[config.mk]
export PLATFORM = sky130hd
export DESIGN_NAME = c_drain_streamer_flat
export DESIGN_NICKNAME = d
export VERILOG_FILES = /design/src/rtl/c_drain_pkg.sv /design/src/rtl/c_drain_streamer_if.sv /design/src/rtl/c_drain_fifo.sv /design/src/rtl/c_drain_streamer.sv /design/src/flat_wrapper.sv
export SDC_FILE = /design/constraint.sdc
export NUM_CORES = 1
export LEC_CHECK = 0
export CORE_UTILIZATION = 30
export CTS_BUF_LIST = sky130_fd_sc_hd__clkbuf_16
export DETAILED_ROUTE_END_ITERATION = 10
export PLACE_DENSITY = 0.49
export SLEW_MARGIN = 15
export SYNTH_ARGS = -nofsm -noshare
export SYNTH_HDL_FRONTEND = slang
export SYNTH_SLANG_ARGS = --single-unit
[constraint.sdc]
create_clock -name clk -period 2.5 [get_ports clk]
set_input_delay 0.375 -clock clk [delete_from_list [all_inputs] [get_ports clk]]
set_output_delay 0.375 -clock clk [all_outputs]
set_load 0.03 [all_outputs]
[src/rtl/c_drain_pkg.sv]
// ----------------------------------------------------------------------------
// c_drain_pkg
// Shared types for the C-tile drain streamer.
//   c_drain_state_e : drain FSM states (IDLE, ISSUE, DRAIN, DONE)
//   idx_width()     : index width for a dimension of n entries (min 1 bit)
// ----------------------------------------------------------------------------
package c_drain_pkg;

    typedef enum logic [1:0] {
        IDLE  = 2'd0,
        ISSUE = 2'd1,
        DRAIN = 2'd2,
        DONE  = 2'd3
    } c_drain_state_e;

    function automatic int idx_width(input int n);
        return (n <= 1) ? 1 : $clog2(n);
    endfunction

endpackage

[src/rtl/c_drain_streamer_if.sv]
// ----------------------------------------------------------------------------
// c_drain_streamer_if
// Bundles the two buses of the drain streamer:
//   - C result SRAM read port : c_rd_en/c_rd_re/c_rd_row/c_rd_col out,
//                               c_rd_rdata/c_rd_rvalid back
//   - result stream           : out_valid/out_data/out_row/out_col/out_last
//                               out, out_ready back
// Modports:
//   master : the streamer (drives reads and the stream)
//   slave  : the SRAM responder / downstream consumer side
// ----------------------------------------------------------------------------
interface c_drain_streamer_if #(
    parameter int DATA_W = 32,
    parameter int ROW_W  = 3,
    parameter int COL_W  = 3
);
    logic              c_rd_en;
    logic              c_rd_re;
    logic [ROW_W-1:0]  c_rd_row;
    logic [COL_W-1:0]  c_rd_col;
    logic [DATA_W-1:0] c_rd_rdata;
    logic              c_rd_rvalid;

    logic              out_valid;
    logic              out_ready;
    logic [DATA_W-1:0] out_data;
    logic [ROW_W-1:0]  out_row;
    logic [COL_W-1:0]  out_col;
    logic              out_last;

    modport master (
        output c_rd_en, c_rd_re, c_rd_row, c_rd_col,
        input  c_rd_rdata, c_rd_rvalid,
        output out_valid, out_data, out_row, out_col, out_last,
        input  out_ready
    );

    modport slave (
        input  c_rd_en, c_rd_re, c_rd_row, c_rd_col,
        output c_rd_rdata, c_rd_rvalid,
        input  out_valid, out_data, out_row, out_col, out_last,
        output out_ready
    );
endinterface

[src/rtl/c_drain_fifo.sv]
// ----------------------------------------------------------------------------
// c_drain_fifo
// Synchronous first-word-fall-through FIFO holding read returns.
//   clk, rst : clock, asynchronous active-high reset (control only)
//   push     : write wdata (ignored when full unless popping the same cycle)
//   pop      : consume the head word (ignored when empty)
//   rdata    : head word, valid whenever empty is low
//   count    : number of stored words
//   empty    : no words stored
//   full     : DEPTH words stored
// ----------------------------------------------------------------------------
module c_drain_fifo #(
    parameter int DEPTH = 4,
    parameter int WIDTH = 32,
    parameter int CNT_W = $clog2(DEPTH + 1)
) (
    input  logic             clk,
    input  logic             rst,
    input  logic             push,
    input  logic             pop,
    input  logic [WIDTH-1:0] wdata,
    output logic [WIDTH-1:0] rdata,
    output logic [CNT_W-1:0] count,
    output logic             empty,
    output logic             full
);
    localparam int PTR_W = (DEPTH <= 1) ? 1 : $clog2(DEPTH);
    localparam logic [PTR_W-1:0] PTR_LAST = PTR_W'(DEPTH - 1);

    logic [WIDTH-1:0] mem [DEPTH];
    logic [PTR_W-1:0] wr_ptr;
    logic [PTR_W-1:0] rd_ptr;
    logic             do_push;
    logic             do_pop;

    function automatic logic [PTR_W-1:0] ptr_next(input logic [PTR_W-1:0] p);
        return (p == PTR_LAST) ? '0 : p + 1'b1;
    endfunction

    assign empty   = (count == '0);
    assign full    = (count == CNT_W'(DEPTH));
    assign do_pop  = pop && !empty;
    // A full FIFO can still accept a word when the head leaves in the same cycle.
    assign do_push = push && (!full || do_pop);
    assign rdata   = mem[rd_ptr];

    always_ff @(posedge clk or posedge rst) begin
        if (rst) begin
            wr_ptr <= '0;
            rd_ptr <= '0;
            count  <= '0;
        end else begin
            if (do_push) wr_ptr <= ptr_next(wr_ptr);
            if (do_pop)  rd_ptr <= ptr_next(rd_ptr);
            case ({do_push, do_pop})
                2'b10:   count <= count + 1'b1;
                2'b01:   count <= count - 1'b1;
                default: count <= count;
            endcase
        end
    end

    // Storage carries data only, so it is not reset.
    always_ff @(posedge clk) begin
        if (do_push) mem[wr_ptr] <= wdata;
    end

endmodule

[src/rtl/c_drain_streamer.sv]
// ----------------------------------------------------------------------------
// c_drain_streamer
// Drains an M x N result tile from the C SRAM read port in row-major order
// and re-emits it as a tagged valid/ready stream.
//   clk, rst      : clock, asynchronous active-high reset
//   drain_start   : pulse in IDLE starts a drain (ignored otherwise)
//   busy          : drain in progress
//   done          : one-cycle pulse after the last element is accepted
//   err_spurious  : sticky, read data returned with nothing outstanding
//   bus (master)  : SRAM read port and result stream
// Reads are only issued while outstanding reads plus buffered returns stay
// below FIFO_D, so the return FIFO can never overflow.
// ----------------------------------------------------------------------------
module c_drain_streamer
    import c_drain_pkg::*;
#(
    parameter int M      = 8,
    parameter int N      = 8,
    parameter int DATA_W = 32,
    parameter int ROW_W  = (M <= 1) ? 1 : $clog2(M),
    parameter int COL_W  = (N <= 1) ? 1 : $clog2(N),
    parameter int FIFO_D = 4
) (
    input  logic              clk,
    input  logic              rst,
    input  logic              drain_start,
    output logic              busy,
    output logic              done,
    output logic              err_spurious,
    c_drain_streamer_if.master bus
);
    localparam int CNT_W = $clog2(FIFO_D + 1);
    localparam logic [ROW_W-1:0] ROW_LAST   = ROW_W'(M - 1);
    localparam logic [COL_W-1:0] COL_LAST   = COL_W'(N - 1);
    localparam logic [CNT_W:0]   CREDIT_MAX = (CNT_W + 1)'(FIFO_D);

    c_drain_state_e    state;
    logic [ROW_W-1:0]  iss_row;
    logic [COL_W-1:0]  iss_col;
    logic [ROW_W-1:0]  out_row_q;
    logic [COL_W-1:0]  out_col_q;
    logic [CNT_W-1:0]  outstanding;
    logic [CNT_W-1:0]  fifo_count;
    logic [CNT_W:0]    in_flight;
    logic [DATA_W-1:0] fifo_rdata;
    logic              fifo_empty;
    logic              fifo_full;
    logic              start;
    logic              issue_fire;
    logic              issue_last;
    logic              rv_counted;
    logic              rv_spurious;
    logic              out_vld;
    logic              pop;
    logic              out_is_last;

    assign start       = (state == IDLE) && drain_start;
    assign in_flight   = {1'b0, fifo_count} + {1'b0, outstanding};
    assign issue_fire  = (state == ISSUE) && (in_flight < CREDIT_MAX) && !fifo_full;
    assign issue_last  = (iss_row == ROW_LAST) && (iss_col == COL_LAST);
    assign rv_counted  = bus.c_rd_rvalid && (outstanding != '0);
    assign rv_spurious = bus.c_rd_rvalid && (outstanding == '0);
    assign out_vld     = !fifo_empty;
    assign pop         = out_vld && bus.out_ready;
    assign out_is_last = (out_row_q == ROW_LAST) && (out_col_q == COL_LAST);

    // Read port is a direct decode of state and issue counters.
    assign bus.c_rd_en  = issue_fire;
    assign bus.c_rd_re  = issue_fire;
    assign bus.c_rd_row = iss_row;
    assign bus.c_rd_col = iss_col;

    // Stream outputs; data and last are masked to zero while nothing is held
    // so the idle/reset view is all zeros (also covers M*N == 1).
    assign bus.out_valid = out_vld;
    assign bus.out_data  = out_vld ? fifo_rdata : '0;
    assign bus.out_row   = out_row_q;
    assign bus.out_col   = out_col_q;
    assign bus.out_last  = out_vld && out_is_last;

    c_drain_fifo #(
        .DEPTH (FIFO_D),
        .WIDTH (DATA_W),
        .CNT_W (CNT_W)
    ) u_fifo (
        .clk   (clk),
        .rst   (rst),
        .push  (rv_counted),
        .pop   (pop),
        .wdata (bus.c_rd_rdata),
        .rdata (fifo_rdata),
        .count (fifo_count),
        .empty (fifo_empty),
        .full  (fifo_full)
    );

    always_ff @(posedge clk or posedge rst) begin
        if (rst) begin
            state <= IDLE;
            busy  <= 1'b0;
            done  <= 1'b0;
        end else begin
            done <= 1'b0;
            case (state)
                IDLE: begin
                    if (drain_start) begin
                        state <= ISSUE;
                        busy  <= 1'b1;
                    end
                end
                ISSUE: begin
                    if (issue_fire && issue_last) state <= DRAIN;
                end
                DRAIN: begin
                    if (pop && out_is_last) begin
                        state <= DONE;
                        busy  <= 1'b0;
                        done  <= 1'b1;
                    end
                end
                DONE: begin
                    state <= IDLE;
                end
                default: begin
                    state <= IDLE;
                    busy  <= 1'b0;
                end
            endcase
        end
    end

    // Issue position, row-major with wrap back to the origin after the last.
    always_ff @(posedge clk or posedge rst) begin
        if (rst) begin
            iss_row <= '0;
            iss_col <= '0;
        end else if (start) begin
            iss_row <= '0;
            iss_col <= '0;
        end else if (issue_fire) begin
            if (iss_col == COL_LAST) begin
                iss_col <= '0;
                iss_row <= (iss_row == ROW_LAST) ? '0 : iss_row + 1'b1;
            end else begin
                iss_col <= iss_col + 1'b1;
            end
        end
    end

    // Output tags: returns are in order, so a second row-major counter
    // stepping on each handshake labels the element at the FIFO head.
    always_ff @(posedge clk or posedge rst) begin
        if (rst) begin
            out_row_q <= '0;
            out_col_q <= '0;
        end else if (start) begin
            out_row_q <= '0;
            out_col_q <= '0;
        end else if (pop) begin
            if (out_col_q == COL_LAST) begin
                out_col_q <= '0;
                out_row_q <= (out_row_q == ROW_LAST) ? '0 : out_row_q + 1'b1;
            end else begin
                out_col_q <= out_col_q + 1'b1;
            end
        end
    end

    always_ff @(posedge clk or posedge rst) begin
        if (rst) begin
            outstanding <= '0;
        end else begin
            case ({issue_fire, rv_counted})
                2'b10:   outstanding <= outstanding + 1'b1;
                2'b01:   outstanding <= outstanding - 1'b1;
                default: outstanding <= outstanding;
            endcase
        end
    end

    // A stray return in the same cycle as a start still flags the error.
    always_ff @(posedge clk or posedge rst) begin
        if (rst) begin
            err_spurious <= 1'b0;
        end else if (rv_spurious) begin
            err_spurious <= 1'b1;
        end else if (start) begin
            err_spurious <= 1'b0;
        end
    end

endmodule

[src/flat_wrapper.sv]
// flat-port wrapper written by rule: the top's interface ports become plain ports
module c_drain_streamer_flat import c_drain_pkg::*;
#(
    parameter int M      = 8,
    parameter int N      = 8,
    parameter int DATA_W = 32,
    parameter int ROW_W  = (M <= 1) ? 1 : $clog2(M),
    parameter int COL_W  = (N <= 1) ? 1 : $clog2(N),
    parameter int FIFO_D = 4
)
  (clk, rst, drain_start, busy, done, err_spurious, bus_c_rd_en, bus_c_rd_re, bus_c_rd_row, bus_c_rd_col, bus_c_rd_rdata, bus_c_rd_rvalid, bus_out_valid, bus_out_data, bus_out_row, bus_out_col, bus_out_last, bus_out_ready);
  c_drain_streamer_if #(.DATA_W(DATA_W), .ROW_W(ROW_W), .COL_W(COL_W)) bus_i ();
  input  logic clk;
  input  logic rst;
  input  logic drain_start;
  output logic busy;
  output logic done;
  output logic err_spurious;
  output wire logic [$bits(bus_i.c_rd_en)-1:0] bus_c_rd_en;
  output wire logic [$bits(bus_i.c_rd_re)-1:0] bus_c_rd_re;
  output wire logic [$bits(bus_i.c_rd_row)-1:0] bus_c_rd_row;
  output wire logic [$bits(bus_i.c_rd_col)-1:0] bus_c_rd_col;
  input wire logic [$bits(bus_i.c_rd_rdata)-1:0] bus_c_rd_rdata;
  input wire logic [$bits(bus_i.c_rd_rvalid)-1:0] bus_c_rd_rvalid;
  output wire logic [$bits(bus_i.out_valid)-1:0] bus_out_valid;
  output wire logic [$bits(bus_i.out_data)-1:0] bus_out_data;
  output wire logic [$bits(bus_i.out_row)-1:0] bus_out_row;
  output wire logic [$bits(bus_i.out_col)-1:0] bus_out_col;
  output wire logic [$bits(bus_i.out_last)-1:0] bus_out_last;
  input wire logic [$bits(bus_i.out_ready)-1:0] bus_out_ready;
  assign bus_c_rd_en = bus_i.c_rd_en;
  assign bus_c_rd_re = bus_i.c_rd_re;
  assign bus_c_rd_row = bus_i.c_rd_row;
  assign bus_c_rd_col = bus_i.c_rd_col;
  assign bus_i.c_rd_rdata = bus_c_rd_rdata;
  assign bus_i.c_rd_rvalid = bus_c_rd_rvalid;
  assign bus_out_valid = bus_i.out_valid;
  assign bus_out_data = bus_i.out_data;
  assign bus_out_row = bus_i.out_row;
  assign bus_out_col = bus_i.out_col;
  assign bus_out_last = bus_i.out_last;
  assign bus_i.out_ready = bus_out_ready;
  c_drain_streamer #(.M(M), .N(N), .DATA_W(DATA_W), .ROW_W(ROW_W), .COL_W(COL_W), .FIFO_D(FIFO_D)) u_core (.clk(clk), .rst(rst), .drain_start(drain_start), .busy(busy), .done(done), .err_spurious(err_spurious), .bus(bus_i));
endmodule
After elaboration in Yosys (flattened, before gate mapping):

Memory sizes are Yosys's and may differ from the RTL's.
Index checks and enable logic that the tools add are counted.

* flip-flop bits (word level): 27
* memory bits (writable): 128
* input bits: 37
* output and inout bits: 51
* word-level logic and storage cells: 106
* memories: 1

Memory list
* u_core.u_fifo.mem: words 4, width 32, read ports 1, clocked after memory_dff 0, wr ports 1, line c_drain_fifo.sv:30 `logic [WIDTH-1:0] mem [DEPTH];`

* add/subtract/negate cells: 11
* magnitude comparators: 1
* equality and inequality tests: 17
* muxes and demuxes: 32
* reduce and logical (&&, ||, !) cells: 32

Operators by type and width (number)
* $mux 3: 14
* $mux 32: 1
* $add 3x1->3 const B: 6
* $reduce_bool 2->1: 8
* $eq 3x3->1 const B: 5
* $logic_and 1x1->1: 13
* $eq 2x2->1 const B: 6
* $pmux 3 s2: 2
* $mux 2: 5
* $mux 1: 8
* $pmux 2 s4: 1
* $eq 2x1->1 const B: 3
* $logic_not 3->1: 2
* $reduce_and 3->1: 2
* $sub 3x1->3 const B: 2
* $add 2x1->2 const B: 2
* $add 3x3->4: 1
* $lt 4x3->1 const B: 1
* $ne 2x2->1 const B: 2
* $reduce_and 2->1: 2
* $reduce_bool 3->1: 1
* $logic_not 1->1: 2
* $logic_not 2->1: 1
* $ne 2x1->1 const B: 1
* other kinds (2): 2

Depth between registers and ports, before layout:

Gate-level depths: netlist (run 1).

* depth after elaboration: 8
* depth in mapped cells: 10
* depth with buffers taken out: 10

Cells and area by module:

From an unflattened synthesis (run 1), not the netlist that was laid out.

* cells, all modules: 376
* area total of the unflattened synthesis: 6511.2 um2

Modules (own cells, without submodules)
* c_drain_fifo: times used 1, cells each 227, area each 5159.9 um2, seq. area each 4018.9 um2
* c_drain_streamer: times used 1, cells each 149, area each 1351.3 um2, seq. area each 500.5 um2

Least setup slack after synthesis (run 1):

OpenSTA, ideal clock, no wires.

* kind: register -> register
* start: register u_core.u_fifo.count[2]
* end: register u_core.outstanding[2]
* library setup time: 0.125 ns
* arrival time: 1.964 ns
* data required time: 2.375 ns
* path slack: 0.411 ns
* cell stages (with the launch flop): 10
* path buffers: 0
* period minus slack after synthesis: 2.089 ns
* cells stage by stage: dfrtp_1 > ha_1 > nor4b_4 > nand3_2 > ha_1 > inv_1 > fa_1 > xor2_1 > nor2_1 > xor2_1

* word-level cells in the longest chain between the ends: 6
* elaborated cells on any way between the ends: 10
* classes of those cells: 1 x add/sub; 1 x order compare; 3 x eq/ne; 1 x mux; 4 x reduce/logical

RTL lines
* from (decl): line c_drain_fifo.sv:23 `output logic [CNT_W-1:0] count,`
* from (signal assigned): line c_drain_fifo.sv:56 `2'b10: count <= count + 1'b1;`
* from (signal assigned): line c_drain_fifo.sv:57 `2'b01: count <= count - 1'b1;`
* from (signal assigned): line c_drain_fifo.sv:58 `default: count <= count;`
* $add 3x3->4: line c_drain_streamer.sv:58 `assign in_flight = {1'b0, fifo_count} + {1'b0, outstanding};`
* $lt 4x3->1: line c_drain_streamer.sv:59 `assign issue_fire = (state == ISSUE) && (in_flight < CREDIT_MAX) && !fifo_full;`
* $logic_and 1x1->1: line c_drain_streamer.sv:59
* $logic_and 1x1->1 *: line c_drain_streamer.sv:59
* $eq 2x1->1 or $eq 2x2->1 (tied branches): line c_drain_streamer.sv:173 `case ({issue_fire, rv_counted})`
* $pmux 3 s2 or $reduce_bool 2->1 (tied branches)
* to (signal assigned): line c_drain_streamer.sv:174 `2'b10: outstanding <= outstanding + 1'b1;`
* to (signal assigned): line c_drain_streamer.sv:175 `2'b01: outstanding <= outstanding - 1'b1;`
* to (signal assigned): line c_drain_streamer.sv:176 `default: outstanding <= outstanding;`
* to (decl): line c_drain_streamer.sv:42 `logic [CNT_W-1:0] outstanding;`

Mark *: on every way between the ends. The rest lies on a longest branch, timed or not.
A chain may end at the register's enable or synchronous reset.

Final worst setup path (run 1):

* start: register u_core.u_fifo.rd_ptr[0]
* end: output port bus_out_data[31]

* word-level cells in the longest chain between the ends: 2

RTL lines
* from (decl): line c_drain_fifo.sv:32 `logic [PTR_W-1:0] rd_ptr;`
* from (signal assigned): line c_drain_fifo.sv:54 `if (do_pop) rd_ptr <= ptr_next(rd_ptr);`
* $mem_v2 4x32
* $mux 32: line c_drain_streamer.sv:76 `assign bus.out_data = out_vld ? fifo_rdata : '0;`
* to (decl): line flat_wrapper.sv:26 `output wire logic [$bits(bus_i.out_data)-1:0] bus_out_data;`

No other way between the ends.

==> results.sh, run 1 <==
export IMPL_status="completed"
export IMPL_ys_seq_area_share_pct=70.1
export IMPL_hp_class="in2async"
export IMPL_overflow=0
export IMPL_clock_sinks=155
export IMPL_setup_ws_ps=91.1
export IMPL_wire_per_inst_um=17.3
export IMPL_p_int_uw=6720
export IMPL_peakVddDrop_mv=0.564
export IMPL_critical_path_depth=4
export IMPL_rrSetupSlack_ps=340
export IMPL_cp_data_required_time_ps=2120
export IMPL_drive_above_1_share_pct=25.5
export IMPL_start_kind="register"
export IMPL_clk_path_buf_depth=2
export IMPL_worst_slew_pin_slew_ps=383
export IMPL_p_leak_uw=0.00312
export IMPL_hold_worst_slack_ps=331
export IMPL_end_kind="primary output"
export IMPL_rows=53
export IMPL_cp_max_fo=10
export IMPL_cts_max_level=4
export IMPL_avgSynthCellArea_um2=17.9
export IMPL_final_cells=770
export IMPL_seq_power_share_pct=35.1
export IMPL_path_class="reg2out"
export IMPL_die_area_um2=22100
export IMPL_finalHoldViolCount=0
export IMPL_r2r_end="u_core.outstanding[2]$_DFFE_PP0P_"
export IMPL_die_w_um=149
export IMPL_vias_per_cell=4.54
export IMPL_synthToLayoutAreaGrowth_pct=30.0
export IMPL_crit_arrival_ps=2030
export IMPL_gp_congestion=0.739
export IMPL_routed_wl_um=13300
export IMPL_p_comb_share_pct=43.8
export IMPL_period_needed_ps=2410
export IMPL_crit_slowest_cell="mux4_2"
export IMPL_fin_worst_skew_ps=8.17
export IMPL_crit_path_max_incr_delay_ps=510
export IMPL_path_buf_inv=2
export IMPL_io_pins=88
export IMPL_holdBufCountCts=0
export IMPL_drv_cap=0
export IMPL_setup_viol=0
export IMPL_clkPwrFrac_pct=21.1
export IMPL_grt_use_total_pct=12.9
export IMPL_grt_pass1_wl_um=20700
export IMPL_antennaDiodeCount=0
export IMPL_finish_net_count=543
export IMPL_root_buffer="clkbuf_16"
export IMPL_core_area_um2=21000
export IMPL_cts_tree="done"
export IMPL_path_cells="buf_12 > mux4_2 > nor2b_1 > dlygate4sd2_1"
export IMPL_layout_commonest_cell="edfxtp_1"
export IMPL_crit_family="buffers and inverters"
export IMPL_dp_hpwl_um=8230
export IMPL_cts_clk_slew_worst_paths_ps=60
export IMPL_netlist_instances=360
export IMPL_synth_cell_types=41
export IMPL_numPortBuffers=87
export IMPL_drtIter0Drc=171
export IMPL_remaining_drc_errors=0
export IMPL_switching_share_pct=36.0
export IMPL_vias=3494
export IMPL_netlist_area_um2=6450
export IMPL_clock_latency_ps=410
export IMPL_dp_slack_ps=155
export IMPL_dp_cells=729
export IMPL_synth_seq_cells=155
export IMPL_yosysWarnings=0
export IMPL_ant_nets=0
export IMPL_r2r_cells=8
export IMPL_drv_slew=0
export IMPL_syn_num_nets=420
export IMPL_grt_max_degree=35
export IMPL_die_h_um=149
export IMPL_max_slew_margin_pct=74.5
export IMPL_switching_power_uw=3780
export IMPL_mostFrequentLayoutCells="edfxtp_1 (128), clkdlybuf4s50_1 (51), buf_4 (38)"
export IMPL_cts_made_buffers=17
export IMPL_min_period_over_period_pct=96.4
export IMPL_start_util_pct=30.7
export IMPL_grt_pass1_vias=3808
export IMPL_drtPass1Iterations=4
export IMPL_power_density_nw_per_um2=1250
export IMPL_antenna_found_initial=0
export IMPL_r2r_start="u_core.u_fifo.count[0]$_DFFE_PP0P_"
export IMPL_cp_startpoint="u_core.u_fifo.rd_ptr[0]$_DFFE_PP0P_"
export IMPL_fmax_mhz=415
==> metrics by stage <==
| stage | setup TNS, ps | utilization (%) | power (uW) | area [um^2] |
|---|---|---|---|---|
| floorplan | 0 | - | 6640 | 6450 |
| global placement | 0 | 37.2 | 8380 | 7830 |
| detailed placement | 0 | 37.2 | 8450 | 7830 |
| CTS | 0 | 39.5 | 10600 | 8310 |
| global route | -1.27 | 39.9 | 11100 | 8390 |
| finish | 0 | 39.9 | 10500 | 8390 |
==> layer usage <==
metal / GRT usage [%] / up-vias / part of all wire [%]
met3: 3.59 / 14 / 4.0
li1: - / 1619 / -
met2: 21.3 / 65 / 50
met5: 0 / - / 0
met4: 5.10 / 0 / 1.3
met1: 15.8 / 1796 / 44
==> how the worst max path moves through the flow <==
| stage | endpoint | slack (ps) |
|---|---|---|
| floorplan | u_core.outstanding[2]$_DFFE_PP0P_ | 410 |
| global placement | u_core.u_fifo.count[2]$_DFFE_PP0P_ | 190 |
| detailed placement | u_core.u_fifo.count[2]$_DFFE_PP0P_ | 150 |
| CTS | bus_out_valid | 6 |
| global route | bus_out_data[26] | -1 |
| finish | bus_out_data[31] | 90 |
==> kinds of logic after synthesis <==
| logic type | Yosys count | synth area share, % |
|---|---|---|
| muxes | 40 | 12.5 |
| and+or+nand+nor | 85 | 7.84 |
| xor gates and xnor gates | 6 | 0.815 |
| DFF | 155 | 70.1 |
| adders and majority gates | 23 | 4.69 |
| AOI/OAI and AO/OA | 17 | 1.76 |
| buffers and inverters | 34 | 2.37 |
==> what timing repair did <==
item	in CTS	in global routing
buffers inserted	0	9
gates resized for setup	20	16
setup endpoints to repair	20	16
cloned	0	1
endpoints found under the hold margin	0	0
==> power groups by stage <==
stage	logic [uW]	registers, uW	clock network [uW]
floorplan	2870	3760	0
global placement	4680	3700	0
detailed placement	4720	3730	0
CTS	4570	3690	2300
global route	4990	3740	2390
finish	4600	3690	2210
==> cells in the mapped netlist <==
master,number,area share (%)
ha_1,21,4.1
or3b_1,1,0.14
o2bb2ai_1,1,0.14
a41o_1,1,0.16
mux4_2,32,11
and2b_1,6,0.70
nand2_1,14,0.81
and2_0,1,0.097
nand3_2,2,0.31
nand3_1,3,0.23
xor2_1,3,0.41
buf_4,3,0.35
buf_2,5,0.39
dfrtp_1,27,10
or3_1,3,0.29
o41a_1,1,0.17
o31ai_2,1,0.19
edfxtp_1,128,60
inv_1,18,1.0
and2_1,5,0.48
mux2_1,1,0.17
mux2_2,2,0.35
clkbuf_1,6,0.35
inv_2,1,0.058
nor3_1,6,0.47
o21ai_0,2,0.16
fa_1,2,0.62
nor4b_4,1,0.37
or3b_4,1,0.17
a21oi_1,9,0.70
buf_6,1,0.17
nand4_2,1,0.19
nand4_1,1,0.097
a21o_1,1,0.12
mux2i_1,5,0.78
nor2_1,11,0.64
nand2b_1,1,0.097
a32oi_1,1,0.14
nor2b_1,27,2.6
xnor2_1,3,0.41
nor3b_1,1,0.12
==> layout make-up <==
cell class	count	area, um^2
Multi-Input combinational cell	171	1790
Timing Repair Buffer	119	1160
Tap cell	275	344
Fill cell	1934	12600
Clock inverter	14	81.3
Sequential cell	155	4520
Inverter	19	71.3
Clock buffer	17	425
==> state kept, by name (all words and copies together), names as in the netlist, 2 cells and up <==
name,count
u_core.state,2
u_core.u_fifo.rd_ptr,2
u_core.bus.c_rd_row,3
u_core.u_fifo.mem,128
u_core.bus.out_col,3
u_core.u_fifo.count,3
u_core.bus.c_rd_col,3
u_core.outstanding,3
u_core.u_fifo.wr_ptr,2
u_core.bus.out_row,3
==> worst min-delay path, cell delays in order <==
cell and delay [ps]:
clkdlybuf4s50_1 400, inv_1 50, buf_4 340
Power figures use the tool's default switching activity.
==> run 2, diff against run 1 <==
--- a/config.mk
+++ b/config.mk
@@ -9,6 +9,7 @@
 export CTS_BUF_LIST = sky130_fd_sc_hd__clkbuf_16
 export DETAILED_ROUTE_END_ITERATION = 10
 export PLACE_DENSITY = 0.49
+export RECOVER_POWER = 25
 export SLEW_MARGIN = 15
 export SYNTH_ARGS = -nofsm -noshare
 export SYNTH_HDL_FRONTEND = slang
==> run 2 against run 1 <==
- sequential cell count unchanged
- register-to-register slack about the same
- critical path type unchanged
- critical endpoint unchanged
- fmax about the same
- non-clock buffer count unchanged
==> results.sh, run 2 (synthesized netlist as in run 1, its figures left out) <==
export IMPL_routed_wl_um=13300
export IMPL_crit_slowest_cell="mux4_2"
export IMPL_path_cells="buf_12 > mux4_2 > nor2b_1 > dlygate4sd2_1"
export IMPL_regMostFlops="u_core.u_fifo.mem"
export IMPL_clock_sinks=155
export IMPL_crit_path_max_incr_delay_ps=510
export IMPL_crit_family="buffers and inverters"
export IMPL_fmax_mhz=415
export IMPL_fill_cells=1932
export IMPL_fin_worst_skew_ps=8.78
export IMPL_clkPwrFrac_pct=21.1
export IMPL_antenna_found_initial=2
export IMPL_core_area_um2=21000
export IMPL_ant_nets=0
export IMPL_grt_max_degree=35
export IMPL_holdBufCountCts=0
export IMPL_p_int_uw=6720
export IMPL_wire_per_inst_um=17.2
export IMPL_overflow=0
export IMPL_start_util_pct=30.7
export IMPL_switching_power_uw=3780
export IMPL_hp_class="in2async"
export IMPL_peakVddDrop_mv=0.564
export IMPL_path_class="reg2out"
export IMPL_clock_latency_ps=410
export IMPL_cp_max_fo=10
export IMPL_critical_path_depth=4
export IMPL_status="completed"
export IMPL_cts_max_level=4
export IMPL_p_comb_share_pct=43.8
export IMPL_clk_path_buf_depth=2
export IMPL_drive_above_1_share_pct=25.5
export IMPL_drtPass1Iterations=4
export IMPL_die_area_um2=22100
export IMPL_mostFrequentLayoutCells="edfxtp_1 (128), buf_4 (38), mux4_2 (32)"
export IMPL_finalHoldViolCount=0
export IMPL_vias_per_cell=4.54
export IMPL_rows=53
export IMPL_hold_worst_slack_ps=331
export IMPL_period_needed_ps=2410
export IMPL_die_w_um=149
export IMPL_start_kind="register"
export IMPL_layout_commonest_cell="edfxtp_1"
export IMPL_cts_clk_slew_worst_paths_ps=60
export IMPL_path_buf_inv=2
export IMPL_vias=3504
export IMPL_fin_util_pct=39.9
export IMPL_dp_slack_ps=155
export IMPL_die_h_um=149
export IMPL_setup_viol=0
export IMPL_seq_power_share_pct=35.1
export IMPL_cts_tree="done"
export IMPL_max_slew_margin_pct=74.5
export IMPL_final_cells=772
export IMPL_grt_use_total_pct=12.9
export IMPL_r2r_cells=8
export IMPL_setup_ws_ps=90.8
export IMPL_numPortBuffers=87
export IMPL_drtIter0Drc=159
export IMPL_cts_made_buffers=17
export IMPL_finish_instance_area_um2=8390
export IMPL_cp_data_required_time_ps=2120
export IMPL_power_density_nw_per_um2=1250
export IMPL_worst_slew_pin_slew_ps=383
export IMPL_crit_arrival_ps=2030
export IMPL_dp_cells=729
export IMPL_io_pins=88
export IMPL_dp_hpwl_um=8230
export IMPL_p_leak_uw=0.00313
export IMPL_end_kind="primary output"
export IMPL_remaining_drc_errors=0
export IMPL_largest_reg_flops=128
export IMPL_min_period_over_period_pct=96.4
export IMPL_grt_pass1_wl_um=20700
export IMPL_finish_net_count=543
export IMPL_synthToLayoutAreaGrowth_pct=30.1
export IMPL_drv_cap=0
export IMPL_gp_congestion=0.739
export IMPL_placed_cell_area_um2=7830
export IMPL_switching_share_pct=36.0
export IMPL_root_buffer="clkbuf_16"
export IMPL_drv_slew=0
export IMPL_grt_pass1_vias=3808
## run 2: cell types whose count changed in the layout (fill, tap and decap cells not counted), sizes merged
cell,delta
clkdlybuf4s50,-22
diode,+2
dlygate4sd3,+22
## run 2: through the flow
stage	setup TNS (ps)	total power [uW]
2_1_floorplan	0	6640
3_3_place_gp	0	8380
3_5_place_dp	0	8450
4_1_cts	0	10600
5_1_grt	-1.27	11100
6_report	0	10500
## run 2: layout make-up
type | count | area [um^2] | area share, %
clock inverter | 14 | 81.3 | 0.969
sequential | 155 | 4520 | 53.9
inverter | 19 | 71.3 | 0.850
clock buffer | 17 | 425 | 5.07
antenna | 2 | 5.00 | 0.0596
multi-input combinational | 171 | 1790 | 21.3
tap | 275 | 344 | 4.10
timing repair buffer | 119 | 1160 | 13.8
## run 2: worst paths after layout
check,start,to,slack (ps)
max,u_core.u_fifo.rd_ptr[0]$_DFFE_PP0P_,bus_out_data[31],90
min,rst,u_core.bus.out_row[1]$_DFFE_PP0P_,330
max reg2reg,u_core.u_fifo.count[0]$_DFFE_PP0P_,u_core.outstanding[2]$_DFFE_PP0P_,340
min reg2reg,u_core.outstanding[2]$_DFFE_PP0P_,u_core.outstanding[2]$_DFFE_PP0P_,510
max in group asynchronous,rst,u_core.u_fifo.rd_ptr[1]$_DFFE_PP0P_,1860
min in group clk,u_core.outstanding[2]$_DFFE_PP0P_,u_core.outstanding[2]$_DFFE_PP0P_,510
## run 2: worst min-delay path, delay by kind of cell
family / cells / cell delay, ps
buf+inv: 3 / 790
## run 2: power by group through the flow
stage,clock network [uW],registers (uW),logic (uW)
6_report,2210,3690,4600
5_1_grt,2390,3740,4980
3_3_place_gp,0,3700,4680
2_1_floorplan,0,3760,2870
4_1_cts,2300,3690,4570
3_5_place_dp,0,3730,4720
## run 2: metal layers
layer	part of all wire (%)	up-vias	track usage, %	routed length, um
met5	0	-	0	0
met4	1.3	0	5.10	178
li1	-	1622	-	-
met3	4.0	14	3.59	529
met1	44	1797	15.8	5910
met2	50	71	21.3	6680
## run 2: timing repair
item                       in CTS  in global routing
setup endpoints to repair      20                 16
gates resized for setup        20                 16
buffers inserted                0                  9
cloned                          0                  1
